### src/rtl/gpio_f2m_debounce.sv
// Pushbutton conditioner: 2-FF synchronizer, debounce FSM, press/release pulses and press counter.
// Define GPIO_F2M_LONG_PRESS_EN to build the long-press detector; otherwise LONG_PRESS is tied to 0.
module gpio_f2m_debounce #(
    parameter int DEBOUNCE_CYCLES = 500000,
    parameter int CNT_W           = 20,
    parameter int ACTIVE_LOW      = 1,
    parameter int EVT_W           = 8,
    parameter int LONG_CYCLES     = 50000000,
    parameter int LONG_W          = 26
) (
    input  logic             FAB_CCC_GL0,
    input  logic             FAB_RESET,
    input  logic             BTN_IN,
    output logic             GPIO_F2M,
    output logic             PRESS_PULSE,
    output logic             RELEASE_PULSE,
    output logic [EVT_W-1:0] PRESS_COUNT,
    output logic             LONG_PRESS
);

    typedef enum logic [1:0] {
        IDLE        = 2'd0,
        ARM_PRESS   = 2'd1,
        PRESSED     = 2'd2,
        ARM_RELEASE = 2'd3
    } state_t;

    localparam logic [CNT_W-1:0] CNT_LAST = CNT_W'(DEBOUNCE_CYCLES - 1);

    logic             w_btn_norm;
    logic             w_accept_press;
    logic             w_accept_release;
    logic             r_sync1;
    logic             r_sync2;
    state_t           r_state;
    logic [CNT_W-1:0] r_cnt;
    logic             r_gpio;
    logic             r_press;
    logic             r_release;
    logic [EVT_W-1:0] r_count;

    assign w_btn_norm       = (ACTIVE_LOW != 0) ? ~BTN_IN : BTN_IN;
    assign w_accept_press   = (r_state == ARM_PRESS) && r_sync2 && (r_cnt == CNT_LAST);
    assign w_accept_release = (r_state == ARM_RELEASE) && !r_sync2 && (r_cnt == CNT_LAST);

    // Two-flop synchronizer; resets to "not pressed" so reset release cannot fake a press.
    always_ff @(posedge FAB_CCC_GL0 or posedge FAB_RESET) begin
        if (FAB_RESET) begin
            r_sync1 <= 1'b0;
            r_sync2 <= 1'b0;
        end else begin
            r_sync1 <= w_btn_norm;
            r_sync2 <= r_sync1;
        end
    end

    // Debounce state machine with registered level, pulses and press counter.
    always_ff @(posedge FAB_CCC_GL0 or posedge FAB_RESET) begin
        if (FAB_RESET) begin
            r_state   <= IDLE;
            r_cnt     <= '0;
            r_gpio    <= 1'b0;
            r_press   <= 1'b0;
            r_release <= 1'b0;
            r_count   <= '0;
        end else begin
            r_press   <= 1'b0;
            r_release <= 1'b0;
            case (r_state)
                IDLE: begin
                    if (r_sync2) begin
                        r_state <= ARM_PRESS;
                        r_cnt   <= '0;
                    end
                end
                ARM_PRESS: begin
                    if (!r_sync2) begin
                        r_state <= IDLE;
                    end else if (w_accept_press) begin
                        r_state <= PRESSED;
                        r_gpio  <= 1'b1;
                        r_press <= 1'b1;
                        r_count <= r_count + EVT_W'(1);
                    end else begin
                        r_cnt <= r_cnt + CNT_W'(1);
                    end
                end
                PRESSED: begin
                    if (!r_sync2) begin
                        r_state <= ARM_RELEASE;
                        r_cnt   <= '0;
                    end
                end
                ARM_RELEASE: begin
                    if (r_sync2) begin
                        r_state <= PRESSED;
                    end else if (w_accept_release) begin
                        r_state   <= IDLE;
                        r_gpio    <= 1'b0;
                        r_release <= 1'b1;
                    end else begin
                        r_cnt <= r_cnt + CNT_W'(1);
                    end
                end
                default: begin
                    r_state <= IDLE;
                    r_cnt   <= '0;
                end
            endcase
        end
    end

    assign GPIO_F2M      = r_gpio;
    assign PRESS_PULSE   = r_press;
    assign RELEASE_PULSE = r_release;
    assign PRESS_COUNT   = r_count;

`ifdef GPIO_F2M_LONG_PRESS_EN
    localparam logic [LONG_W-1:0] LCNT_LAST = LONG_W'(LONG_CYCLES - 1);
    localparam logic [LONG_W-1:0] LCNT_PRE  = LONG_W'(LONG_CYCLES - 2);

    logic [LONG_W-1:0] r_lcnt;
    logic              r_long;

    // Hold-time counter; restarts only on a fresh accepted press, not on a release bounce.
    always_ff @(posedge FAB_CCC_GL0 or posedge FAB_RESET) begin
        if (FAB_RESET) begin
            r_lcnt <= '0;
            r_long <= 1'b0;
        end else if (w_accept_press) begin
            r_lcnt <= '0;
            r_long <= 1'b0;
        end else if (w_accept_release) begin
            r_long <= 1'b0;
        end else if ((r_state == PRESSED) || (r_state == ARM_RELEASE)) begin
            if (r_lcnt != LCNT_LAST) begin
                r_lcnt <= r_lcnt + LONG_W'(1);
            end
            if (r_lcnt == LCNT_PRE) begin
                r_long <= 1'b1;
            end
        end else begin
            r_long <= r_long;
        end
    end

    assign LONG_PRESS = r_long;
`else
    logic [31:0] w_unused_long;
    assign w_unused_long = 32'(LONG_CYCLES) ^ 32'(LONG_W);
    assign LONG_PRESS    = 1'b0;
`endif

endmodule

### config.mk
export PLATFORM = sky130hd
export DESIGN_NAME = gpio_f2m_debounce
export DESIGN_NICKNAME = d
export VERILOG_FILES = /design/src/rtl/gpio_f2m_debounce.sv
export SDC_FILE = /design/constraint.sdc
export NUM_CORES = 1
export LEC_CHECK = 0
export CORE_ASPECT_RATIO = 1.1
export CORE_MARGIN = 1
export CORE_UTILIZATION = 23
export DETAILED_ROUTE_END_ITERATION = 10
export GPL_TIMING_DRIVEN = 0
export PLACE_DENSITY = 0.38
export SLEW_MARGIN = 20
export SYNTH_ARGS = -nofsm -noshare
export SYNTH_HDL_FRONTEND = slang
export SYNTH_SLANG_ARGS = --single-unit
export TNS_END_PERCENT = 1
### constraint.sdc
create_clock -name FAB_CCC_GL0 -period 6.8 [get_ports FAB_CCC_GL0]
set_clock_uncertainty 0.15 [all_clocks]
set_input_delay 1.36 -clock FAB_CCC_GL0 [delete_from_list [all_inputs] [get_ports FAB_CCC_GL0]]
set_output_delay 1.36 -clock FAB_CCC_GL0 [all_outputs]
set_load 0.01 [all_outputs]
==> run summary <==
Detailed-route wire length per cell: 12.7 um
Crit-path max FO: 6
Synth top area cells: dfrtp_1, xnor2_1, nor2_1
DR vias/cell: 4.32
Reg2Reg Setup Slack: 4390 ps
# diodes: 0
Syn_nets: 185
Final Max Tran Viols: 0
WP buf/inv: 1
Initial Util: 23.7%
Worst slew pin tran: 780 ps
Period utilization: 41.8%
RSZ-0062 raised after global routing: false
I/O Pins: 15
Drt drc: 0
CTS H-tree lvls: 2
Synth cell count leaders: dfrtp_1, nor2_1, xnor2_1, nand2_1, nand3_1
Final setup violation count: 0
Critical path arrival: 1330 ps
Flops & latches, synth: 35
Critical path destination: PRESS_COUNT[0]
TritonCTS Buffers: 5
Clock latency at the later pin of the worst-skew pair: 290 ps
Combinational power share: 4.7%
Pwr per Cell Area: 181 nW/um^2
Worst EP required: 5290 ps
CP peak stage delay: 580 ps
Post-synth EDFFs: 0
Total track usage: 11.0%
Top-area cell type share of the netlist area: 49.4%
MaxCap Viol Count: 0
RD Place Congestion: 0.735
CTS tree: built
PortBufs: 13
First drt pass iteration count: 4
Internal Pwr Total: 291 uW
Post-detail-place hpwl: 2720 um
Final ANT Viol Nets: 0
Clock-pin slew reported for the worst setup and hold paths after clock tree synthesis: 90 ps
Setup Fix Bufs, Post-CTS: 0
Vias in the first global route: 1300
Post-Syn Area: 1770 um^2
Nets: 206
Initial antenna violation count: 0
Register area share after synthesis: 49.4%
Most used flip-flop cell after synthesis: dfrtp_1
Slowest cell on the critical path: clkdlybuf4s50_1
Sw Pwr: 100 uW
Clock Path Buffers: 2
Crit path cell chain: clkdlybuf4s50_1
Crit. path cell count: 1
Crit start category: register
Biggest area consumer among synthesized cells: dfrtp_1
Mapped Cells: 180
WHS: 217 ps
PostCTS Resize Cnt: 0
First-pass GRT wire length: 6640 um
Synth cell types: 37
Cts hold-fix bufs: 0
Reg2reg end: r_cnt[9]
Worst r2r src: r_cnt[0]
Layout cell share with drive strength beyond 1: 10.4%
CTS Root Cell: clkbuf_8
Hold Crit Class: reg2reg
Worst Setup SP: PRESS_COUNT[0]
Tmin final: 2840 ps
Top cell family by delay on the critical path: buffers and inverters
Initial detailed-routing violation count: 64
Worst Slack Setup Final: 3960 ps
Final Hold Fails: 0
Clock Power Share: 40.5%
R2r worst-path depth: 8
Peak Freq: 352 MHz
Largest net degree at the start of global routing: 22
Setup TNS: 0 ps
Gr ovfl total: 0
Die height: 94.1 um
Status: completed
YS warnings: 0
Routed wire length: 3910 um
Synthesized area per cell: 9.86 um^2
Critical Setup Path Class: reg2out
Count leader, synth: dfrtp_1
Vias: 1326
Core Area: 7470 um^2
Layout area overhead: 21.6%
Clock sinks: 35
Die area: 8070 um^2
Final cell count without fillers: 307
Switching Share: 25.6%
CP endpoint kind: output pin
Placement Setup Slack: 4290 ps
Dpl cells: 299
FP Rows: 33
Leakage power: 0.000894 uW
Placed Instance Area: 2060 um^2
Part of the power in registers: 54.8%
Die width: 85.7 um
Worst slew margin: 47.6%
Asr flop ratio synth: 100%
VDD IR max: 0.0676 mV
Design Area, Final: 2160 um^2
[cells in the final DEF (no fill, tap or decap), types with 3 or more instances in the layout]
| cell | netlist | routed |
|---|---|---|
| nor4b_1 | 3 | 3 |
| nor2_1 | 23 | 23 |
| clkbuf_1 | 5 | 5 |
| nand3_1 | 9 | 9 |
| nor4_1 | 6 | 6 |
| xor2_1 | 7 | 7 |
| or3_1 | 3 | 3 |
| nand2_1 | 14 | 14 |
| nand4_1 | 7 | 7 |
| nor3_1 | 5 | 5 |
| xnor2_1 | 15 | 15 |
| clkbuf_8 | 0 | 5 |
| a21oi_1 | 4 | 4 |
| o21ai_0 | 3 | 3 |
| and4_1 | 5 | 5 |
| dfrtp_1 | 35 | 35 |
| clkdlybuf4s50_1 | 0 | 13 |
| nor3_2 | 4 | 4 |
| inv_1 | 8 | 7 |
[power by group through the flow]
stage               clock, uW  sequential, uW  combinational, uW
floorplan                   0             218               11.8
global placement            0             219               17.2
detailed placement          0             219               19.1
CTS                       166             214               19.1
global route              176             215               21.4
finish                    158             214               18.3
[cell families after synthesis]
family | Yosys count | synth area share (%)
buffers and inverters | 16 | 3.74
xor gates and xnor gates | 22 | 10.9
DFF | 35 | 49.4
AOI/OAI and AO/OA | 12 | 4.37
muxes | 2 | 1.20
and+or+nand+nor | 90 | 28.8
other | 1 | 0.211
adders and majority gates | 2 | 1.41
[worst min-delay path by stage]
| stage | start | end | depth (start not counted) |
|---|---|---|---|
| after CTS | r_sync1 | r_sync2 | 0 |
| final | r_sync1 | r_sync2 | 0 |
| after detailed placement | r_sync1 | r_sync2 | 0 |
| after global placement | r_sync1 | r_sync2 | 0 |
| after floorplan | r_sync1 | r_sync2 | 0 |
| after global routing | r_sync1 | r_sync2 | 0 |
[routing by layer]
layer	wire length (um)	vias up	GRT usage (%)	share of wire [%]
met1	1960	636	14.5	50
li1	-	668	-	-
met2	1780	17	16.9	45
met4	79	0	5.42	2.0
met5	0	-	0	0
met3	90	5	2.64	2.3
[flip-flops by register name, indices dropped and copies added (netlist names), named ones only]
| name | cells |
|---|---|
| r_cnt | 20 |
| PRESS_COUNT | 8 |
| GPIO_F2M | 1 |
| PRESS_PULSE | 1 |
| RELEASE_PULSE | 1 |
| r_state | 1 |
| r_sync1 | 1 |
| r_sync2 | 1 |
[layout make-up]
cell class,instances,area (um^2)
fill,795,5320
clock inverter,3,25.0
sequential,35,876
buffer,8,36.3
inverter,8,30.0
tap,105,131
clock buffer,5,68.8
timing repair buffer,14,158
multi-input combinational,129,832
[stage by stage]
step	total power (uW)	utilization, %
floorplan	229	-
global placement	236	27.2
detailed placement	238	27.6
CTS	400	28.9
global route	413	28.9
finish	391	28.9
Note: power is estimated with default switching activity, not from simulation.
